$ cat config.mk
export PLATFORM = sky130hd
export DESIGN_NAME = dm_access_unit_flat
export DESIGN_NICKNAME = d
export VERILOG_FILES = /design/src/rtl/dm_pkg.sv /design/src/rtl/dm_access_unit_if.sv /design/src/rtl/dm_lane_unit.sv /design/src/rtl/dm_access_unit.sv /design/src/flat_wrapper.sv
export SDC_FILE = /design/constraint.sdc
export NUM_CORES = 1
export LEC_CHECK = 0
export CORE_ASPECT_RATIO = 0.75
export CORE_MARGIN = 2
export CORE_UTILIZATION = 47
export CTS_BUF_LIST = sky130_fd_sc_hd__clkbuf_8 sky130_fd_sc_hd__clkbuf_16
export CTS_CLUSTER_DIAMETER = 200
export DETAILED_ROUTE_END_ITERATION = 8
export GPL_TIMING_DRIVEN = 0
export PLACE_DENSITY = 0.84
export SLEW_MARGIN = 5
export SYNTH_ARGS = -nofsm -noshare
export SYNTH_HDL_FRONTEND = slang
export SYNTH_SLANG_ARGS = --single-unit
$ cat constraint.sdc
create_clock -name clk -period 2.15 [get_ports clk]
set_input_delay 0.3225 -clock clk [delete_from_list [all_inputs] [get_ports clk]]
set_output_delay 0.3225 -clock clk [all_outputs]
set_load 0.02 [all_outputs]
$ cat src/rtl/dm_pkg.sv
// Shared definitions for the data-memory access unit: size codes, FSM encoding,
// default memory geometry and the alignment rule.
package dm_pkg;

    localparam int DM_WORDS_DEF = 1024;
    localparam int IDX_W_DEF    = 10;

    localparam logic [1:0] SZ_BYTE = 2'b00;
    localparam logic [1:0] SZ_HALF = 2'b01;
    localparam logic [1:0] SZ_WORD = 2'b10;
    localparam logic [1:0] SZ_BAD  = 2'b11;

    typedef enum logic [1:0] {
        ST_IDLE = 2'b00,
        ST_RD   = 2'b01,
        ST_WR   = 2'b10,
        ST_DONE = 2'b11
    } state_t;

    // Illegal size codes count as misaligned so one check covers both.
    function automatic logic bad_align(input logic [1:0] size, input logic [1:0] lo);
        logic bad;
        case (size)
            SZ_BYTE: bad = 1'b0;
            SZ_HALF: bad = lo[0];
            SZ_WORD: bad = |lo;
            default: bad = 1'b1;
        endcase
        return bad;
    endfunction

endpackage

$ cat src/rtl/dm_access_unit_if.sv
// CPU request/response signals plus the word-wide DM port, bundled for the access unit.
// Handshake: req is sampled only while the unit is idle (busy=0); done pulses for one
// cycle with err and rdata valid; a req seen while busy is dropped, never queued.
interface dm_access_unit_if;
    logic        req;
    logic        we;
    logic [1:0]  size;
    logic        sign_ext;
    logic [31:0] addr;
    logic [31:0] wdata;
    logic        busy;
    logic        done;
    logic        err;
    logic [31:0] rdata;
    logic [31:0] dm_addr;
    logic [31:0] dm_wdata;
    logic        dm_memwrite;
    logic        dm_memread;
    logic [31:0] dm_rdata;

    modport slave (
        input  req, we, size, sign_ext, addr, wdata, dm_rdata,
        output busy, done, err, rdata, dm_addr, dm_wdata, dm_memwrite, dm_memread
    );

    modport master (
        output req, we, size, sign_ext, addr, wdata, dm_rdata,
        input  busy, done, err, rdata, dm_addr, dm_wdata, dm_memwrite, dm_memread
    );
endinterface

$ cat src/rtl/dm_lane_unit.sv
// Combinational byte-lane logic: extract and extend a load lane, or merge store
// data into the old word for read-modify-write.
module dm_lane_unit
    import dm_pkg::*;
(
    input  logic [1:0]  size_i,
    input  logic [1:0]  lane_i,
    input  logic        sign_ext_i,
    input  logic [31:0] old_i,
    input  logic [31:0] wdata_i,
    output logic [31:0] load_o,
    output logic [31:0] merge_o
);
    logic [7:0]  byte_v;
    logic [15:0] half_v;

    always_comb begin
        byte_v  = old_i[{lane_i, 3'b000} +: 8];
        half_v  = old_i[{lane_i[1], 4'b0000} +: 16];
        load_o  = old_i;
        merge_o = wdata_i;
        case (size_i)
            SZ_BYTE: begin
                load_o  = {{24{sign_ext_i & byte_v[7]}}, byte_v};
                merge_o = old_i;
                merge_o[{lane_i, 3'b000} +: 8] = wdata_i[7:0];
            end
            SZ_HALF: begin
                load_o  = {{16{sign_ext_i & half_v[15]}}, half_v};
                merge_o = old_i;
                merge_o[{lane_i[1], 4'b0000} +: 16] = wdata_i[15:0];
            end
            default: ;
        endcase
    end
endmodule

$ cat src/rtl/dm_access_unit.sv
// Load/store initiator: checks each byte-addressed request and turns it into word
// reads/writes on DM, using read-modify-write for byte and halfword stores.
module dm_access_unit
    import dm_pkg::*;
#(
    parameter int DM_WORDS = DM_WORDS_DEF,
    parameter int IDX_W    = IDX_W_DEF
) (
    input  logic             clk,
    input  logic             reset,
    dm_access_unit_if.slave  bus,
    output state_t           dbg_state_o
);
    state_t      state_q, state_d;
    logic        we_q, we_d;
    logic [1:0]  size_q, size_d;
    logic        sext_q, sext_d;
    logic [1:0]  lane_q, lane_d;
    logic [31:0] wdata_q, wdata_d;
    logic        err_q, err_d;
    logic [31:0] rdata_q, rdata_d;
    logic [31:0] dm_addr_q, dm_addr_d;
    logic [31:0] dm_wdata_q, dm_wdata_d;
    logic [31:0] load_word, merge_word;
    logic        req_bad;

    dm_lane_unit u_lane (
        .size_i     (size_q),
        .lane_i     (lane_q),
        .sign_ext_i (sext_q),
        .old_i      (bus.dm_rdata),
        .wdata_i    (wdata_q),
        .load_o     (load_word),
        .merge_o    (merge_word)
    );

    assign req_bad = bad_align(bus.size, bus.addr[1:0]) ||
                     (bus.addr[31:2] >= 30'(DM_WORDS));

    always_comb begin
        state_d    = state_q;
        we_d       = we_q;
        size_d     = size_q;
        sext_d     = sext_q;
        lane_d     = lane_q;
        wdata_d    = wdata_q;
        err_d      = err_q;
        rdata_d    = rdata_q;
        dm_addr_d  = dm_addr_q;
        dm_wdata_d = dm_wdata_q;
        case (state_q)
            ST_IDLE: begin
                if (bus.req) begin
                    we_d    = bus.we;
                    size_d  = bus.size;
                    sext_d  = bus.sign_ext;
                    lane_d  = bus.addr[1:0];
                    wdata_d = bus.wdata;
                    err_d   = req_bad;
                    if (req_bad) begin
                        state_d = ST_DONE;
                    end else begin
                        // DM address is registered here so nothing on the DM side depends on req.
                        dm_addr_d = 32'(bus.addr[IDX_W+1:2]);
                        if (bus.we && bus.size == SZ_WORD) begin
                            dm_wdata_d = bus.wdata;
                            state_d    = ST_WR;
                        end else begin
                            state_d = ST_RD;
                        end
                    end
                end
            end
            ST_RD: begin
                if (we_q) begin
                    dm_wdata_d = merge_word;
                    state_d    = ST_WR;
                end else begin
                    rdata_d = load_word;
                    state_d = ST_DONE;
                end
            end
            ST_WR:   state_d = ST_DONE;
            ST_DONE: state_d = ST_IDLE;
            default: state_d = ST_IDLE;
        endcase
    end

    always_ff @(posedge clk) begin
        if (reset) begin
            state_q    <= ST_IDLE;
            we_q       <= 1'b0;
            size_q     <= SZ_BYTE;
            sext_q     <= 1'b0;
            lane_q     <= 2'b00;
            wdata_q    <= 32'h0;
            err_q      <= 1'b0;
            rdata_q    <= 32'h0;
            dm_addr_q  <= 32'h0;
            dm_wdata_q <= 32'h0;
        end else begin
            state_q    <= state_d;
            we_q       <= we_d;
            size_q     <= size_d;
            sext_q     <= sext_d;
            lane_q     <= lane_d;
            wdata_q    <= wdata_d;
            err_q      <= err_d;
            rdata_q    <= rdata_d;
            dm_addr_q  <= dm_addr_d;
            dm_wdata_q <= dm_wdata_d;
        end
    end

    assign bus.busy        = (state_q != ST_IDLE);
    assign bus.done        = (state_q == ST_DONE);
    assign bus.err         = (state_q == ST_DONE) && err_q;
    assign bus.dm_memread  = (state_q == ST_RD);
    assign bus.dm_memwrite = (state_q == ST_WR);
    assign bus.rdata       = rdata_q;
    assign bus.dm_addr     = dm_addr_q;
    assign bus.dm_wdata    = dm_wdata_q;
    assign dbg_state_o     = state_q;
endmodule
$ cat src/flat_wrapper.sv
// flat-port wrapper written by rule: the top's interface ports become plain ports
module dm_access_unit_flat import dm_pkg::*;
#(
    parameter int DM_WORDS = DM_WORDS_DEF,
    parameter int IDX_W    = IDX_W_DEF
)
  (clk, reset, dbg_state_o, bus_req, bus_we, bus_size, bus_sign_ext, bus_addr, bus_wdata, bus_dm_rdata, bus_busy, bus_done, bus_err, bus_rdata, bus_dm_addr, bus_dm_wdata, bus_dm_memwrite, bus_dm_memread);
  dm_access_unit_if bus_i ();
  input  logic clk;
  input  logic reset;
  output state_t dbg_state_o;
  input wire logic [$bits(bus_i.req)-1:0] bus_req;
  input wire logic [$bits(bus_i.we)-1:0] bus_we;
  input wire logic [$bits(bus_i.size)-1:0] bus_size;
  input wire logic [$bits(bus_i.sign_ext)-1:0] bus_sign_ext;
  input wire logic [$bits(bus_i.addr)-1:0] bus_addr;
  input wire logic [$bits(bus_i.wdata)-1:0] bus_wdata;
  input wire logic [$bits(bus_i.dm_rdata)-1:0] bus_dm_rdata;
  output wire logic [$bits(bus_i.busy)-1:0] bus_busy;
  output wire logic [$bits(bus_i.done)-1:0] bus_done;
  output wire logic [$bits(bus_i.err)-1:0] bus_err;
  output wire logic [$bits(bus_i.rdata)-1:0] bus_rdata;
  output wire logic [$bits(bus_i.dm_addr)-1:0] bus_dm_addr;
  output wire logic [$bits(bus_i.dm_wdata)-1:0] bus_dm_wdata;
  output wire logic [$bits(bus_i.dm_memwrite)-1:0] bus_dm_memwrite;
  output wire logic [$bits(bus_i.dm_memread)-1:0] bus_dm_memread;
  assign bus_i.req = bus_req;
  assign bus_i.we = bus_we;
  assign bus_i.size = bus_size;
  assign bus_i.sign_ext = bus_sign_ext;
  assign bus_i.addr = bus_addr;
  assign bus_i.wdata = bus_wdata;
  assign bus_i.dm_rdata = bus_dm_rdata;
  assign bus_busy = bus_i.busy;
  assign bus_done = bus_i.done;
  assign bus_err = bus_i.err;
  assign bus_rdata = bus_i.rdata;
  assign bus_dm_addr = bus_i.dm_addr;
  assign bus_dm_wdata = bus_i.dm_wdata;
  assign bus_dm_memwrite = bus_i.dm_memwrite;
  assign bus_dm_memread = bus_i.dm_memread;
  dm_access_unit #(.DM_WORDS(DM_WORDS), .IDX_W(IDX_W)) u_core (.clk(clk), .reset(reset), .bus(bus_i), .dbg_state_o(dbg_state_o));
endmodule
==> flow_metrics.py <==
metrics = {
    "worst_hold_path": {
        "worstHoldStart": "u_core.wdata_q[29]",
        "holdCritPathClass": "reg2reg",
    },
    "cts": {
        "cts_tree": "done",
        "clk_pin_slew_ns": 0.05,
        "clock-sinks": 115,
        "clockBufferDepth": 2,
        "numCtsBuffers": 17,
        "clk_latency_ns": 0.42,
        "htreeDepth": 4,
        "root_buffer": "clkbuf_16",
    },
    "sta": {
        "clock_skew_ns": 0.00833,
        "slew_headroom": 0.465,
        "hold_viol": 0,
        "max_freq_mhz": 470,
        "setup_viol": 0,
        "fin_crit_sh": 0.991,
        "finalSetupTns_ns": 0,
        "slew_violations": 0,
        "setup_ws_ns": 0.0204,
        "worstMarginPinSlew_ns": 0.797,
        "fin_crit_ns": 2.13,
    },
    "routing": {
        "antenna_left": 0,
        "drcViolationCount": 0,
        "drtPass1Iterations": 7,
        "wl_per_cell_um": 20.5,
        "totalWireLength_um": 24200,
        "vias": 6989,
        "initialDrtViolationCount": 823,
        "viasPerCell": 5.93,
    },
    "yosys": {
        "async_flop_share": 0,
        "post-synth-top-count-cell": "nand2_1",
        "ys_seq_elements": 115,
        "synth.distinct_cells": 53,
        "synth-edff-count": 0,
        "synthesis.instances": 764,
        "yosysWarnings": 0,
        "synth-main-ff-cell": "dfxtp_1",
        "synth_seq_area_share": 0.366,
        "syn_avg_cell_area_um2": 8.24,
        "synth_top_cell_area_share": 0.366,
        "yosys-top-cells-count": "nand2_1 (129), dfxtp_1 (115), nor2_1 (85)",
        "synth_area_leader_cell": "dfxtp_1",
        "synth_area_mm2": 0.00629,
        "synthTopCellsByArea": "dfxtp_1 (37%), mux2i_1 (8.9%), nand2_1 (7.7%)",
    },
    "setup_path": {
        "path_buf_inv": 2,
        "crit_fanout": 10,
        "crit_slowest_cell": "dfxtp_4",
        "r2r_start": "u_core.lane_q[1]",
        "path_delay_family": "simple AND/OR/NAND/NOR gates",
        "arrival_ns": 2.43,
        "critPathKind": "reg2reg",
        "crit_path_max_incr_delay_ns": 0.36,
        "cp.required_ns": 2.45,
        "startpoint_type": "register",
        "worstPathCellList": "buf_8, inv_2, ha_1, and4bb_2, and2_1, o21ai_2, a311oi_1, mux2_2",
        "critPathCaptureType": "register",
        "crit_start": "u_core.lane_q[1]",
    },
    "power": {
        "p_leak_nw": 3.58,
        "power_w": 0.00895,
        "vdd.ir_drop.worst_mv": 0.757,
        "power.density_mw_per_mm2": 967,
    },
    "place": {
        "routabilityCongestion": 1.03,
        "post-place-ws_ns": -0.312,
        "dp_hpwl_um": 17800,
        "placed_cells": 1138,
        "portBuffers": 182,
    },
    "floorplan": {
        "die_h_um": 104,
        "core_area_mm2": 0.0130,
        "pin_count": 206,
        "rows": 36,
        "start_util": 0.483,
        "die-area_mm2": 0.0143,
        "die_x_um": 138,
    },
    "grt": {
        "grt_first_pass_wirelength_um": 36200,
        "grt.total_usage": 0.331,
        "grt_pass1_vias": 6494,
        "globalRouteOverflowTotal": 0,
        "grt_max_degree": 17,
        "antenna_found_initial": 0,
    },
    "final_layout": {
        "diodes": 0,
        "fin_nets": 1108,
        "fill_cells": 1019,
        "post-route-util": 0.710,
        "final_layout_size_suffix_gt1_frac": 0.122,
        "area_growth_pct": 47.0,
        "fin_cells": 1179,
    },
    "job": {
        "maxCapViolations": 0,
    },
    "status": {
        "status": "complete, no violations",
    },
}
## area by class of cell
| cell class | instances | area, µm² | area share |
|---|---|---|---|
| Buffer | 80 | 468 | 0.0506 |
| Clock buffer | 17 | 425 | 0.0460 |
| Clock inverter | 14 | 165 | 0.0179 |
| Inverter | 9 | 37.5 | 0.00406 |
| Multi-Input combinational cell | 580 | 3670 | 0.397 |
| Sequential cell | 115 | 2310 | 0.250 |
| Tap cell | 171 | 214 | 0.0231 |
| Timing Repair Buffer | 193 | 1960 | 0.212 |
## worst paths after layout
| path | slack (ns) | depth (start not counted) | end |
|---|---|---|---|
| max | 0.02 | 8 | u_core.bus.dm_wdata[19] |
| min | 0.45 | 2 | u_core.wdata_q[29] |
| max reg2reg | 0.02 | 8 | u_core.bus.dm_wdata[19] |
| min reg2reg | 0.45 | 2 | u_core.wdata_q[29] |
## cells in the final DEF (no fill, tap or decap), types with 5 or more instances in the layout
| cell | instances |
|---|---|
| a311o_1 | 22 |
| nand3_1 | 6 |
| buf_1 | 5 |
| ha_1 | 7 |
| nand2b_1 | 41 |
| dfxtp_1 | 113 |
| mux2i_1 | 56 |
| clkbuf_2 | 6 |
| nor2_1 | 84 |
| nor4b_1 | 15 |
| inv_1 | 8 |
| a211o_1 | 10 |
| nand2_1 | 129 |
| o21ai_0 | 12 |
| a31oi_1 | 13 |
| a32o_1 | 8 |
| buf_4 | 33 |
| clkdlybuf4s50_1 | 181 |
| clkbuf_16 | 18 |
| mux2_2 | 9 |
| a222oi_1 | 7 |
| a21oi_1 | 61 |
| nor4_1 | 5 |
| clkbuf_1 | 25 |
| buf_2 | 13 |
| conb_1 | 22 |
| clkinvlp_4 | 5 |
| a211oi_1 | 23 |
## kinds of logic (layout without fill, tap and decap cells)
group / count (synthesis) / count (layout) / synth area share
simple gates: 307 / 307 / 0.228
compound gates: 176 / 176 / 0.204
flops: 115 / 115 / 0.366
buf+inv: 90 / 313 / 0.0749
mux: 66 / 66 / 0.109
fa+ha+maj: 9 / 9 / 0.0179
other cells: 1 / 22 / 0.000596
## per-stage QoR
stage          hold WS, ns  cell area [µm²]
2_1_floorplan        0.436             6370
3_3_place_gp         0.442             8410
3_5_place_dp         0.449             8410
4_1_cts              0.456             9030
5_1_grt              0.482             9250
6_report             0.454             9250
## flip-flops by register name, summed over array words and instances (netlist names)
name,cells
u_core.err_q,1
u_core.sext_q,1
u_core.bus.dm_addr,10
u_core.lane_q,2
u_core.wdata_q,32
u_core.bus.rdata,32
u_core.bus.dm_wdata,32
u_core.dbg_state_o,2
u_core.we_q,1
u_core.size_q,2
## per-layer routing
metal	GRT usage	up-vias	wire length (µm)
met4	0.124	0	930
met5	0	-	0
li1	-	3143	-
met3	0.129	76	3380
met2	0.468	543	10000
met1	0.452	3227	9860
## repair_timing
| item | CTS | global route |
|---|---|---|
| resized for setup | 12 | 27 |
| cloned | 0 | 1 |
| setup buffers | 2 | 8 |
| hold buffers | 0 | 0 |
| endpoints found under the setup margin | 36 | 92 |
| pin swaps | 1 | 5 |
## report_power, final
group | total, W | switching (W) | internal [W]
registers | 0.00268 | 0.000244 | 0.00243
logic | 0.00341 | 0.00203 | 0.00138
clock network | 0.00286 | 0.00105 | 0.00181
## tightest hold or removal path: stages (launching register included)
cell and delay, ns:
dfxtp_1 0.31, nand2_1 0.05, a21oi_1 0.05
Power figures use the tool's default switching activity.
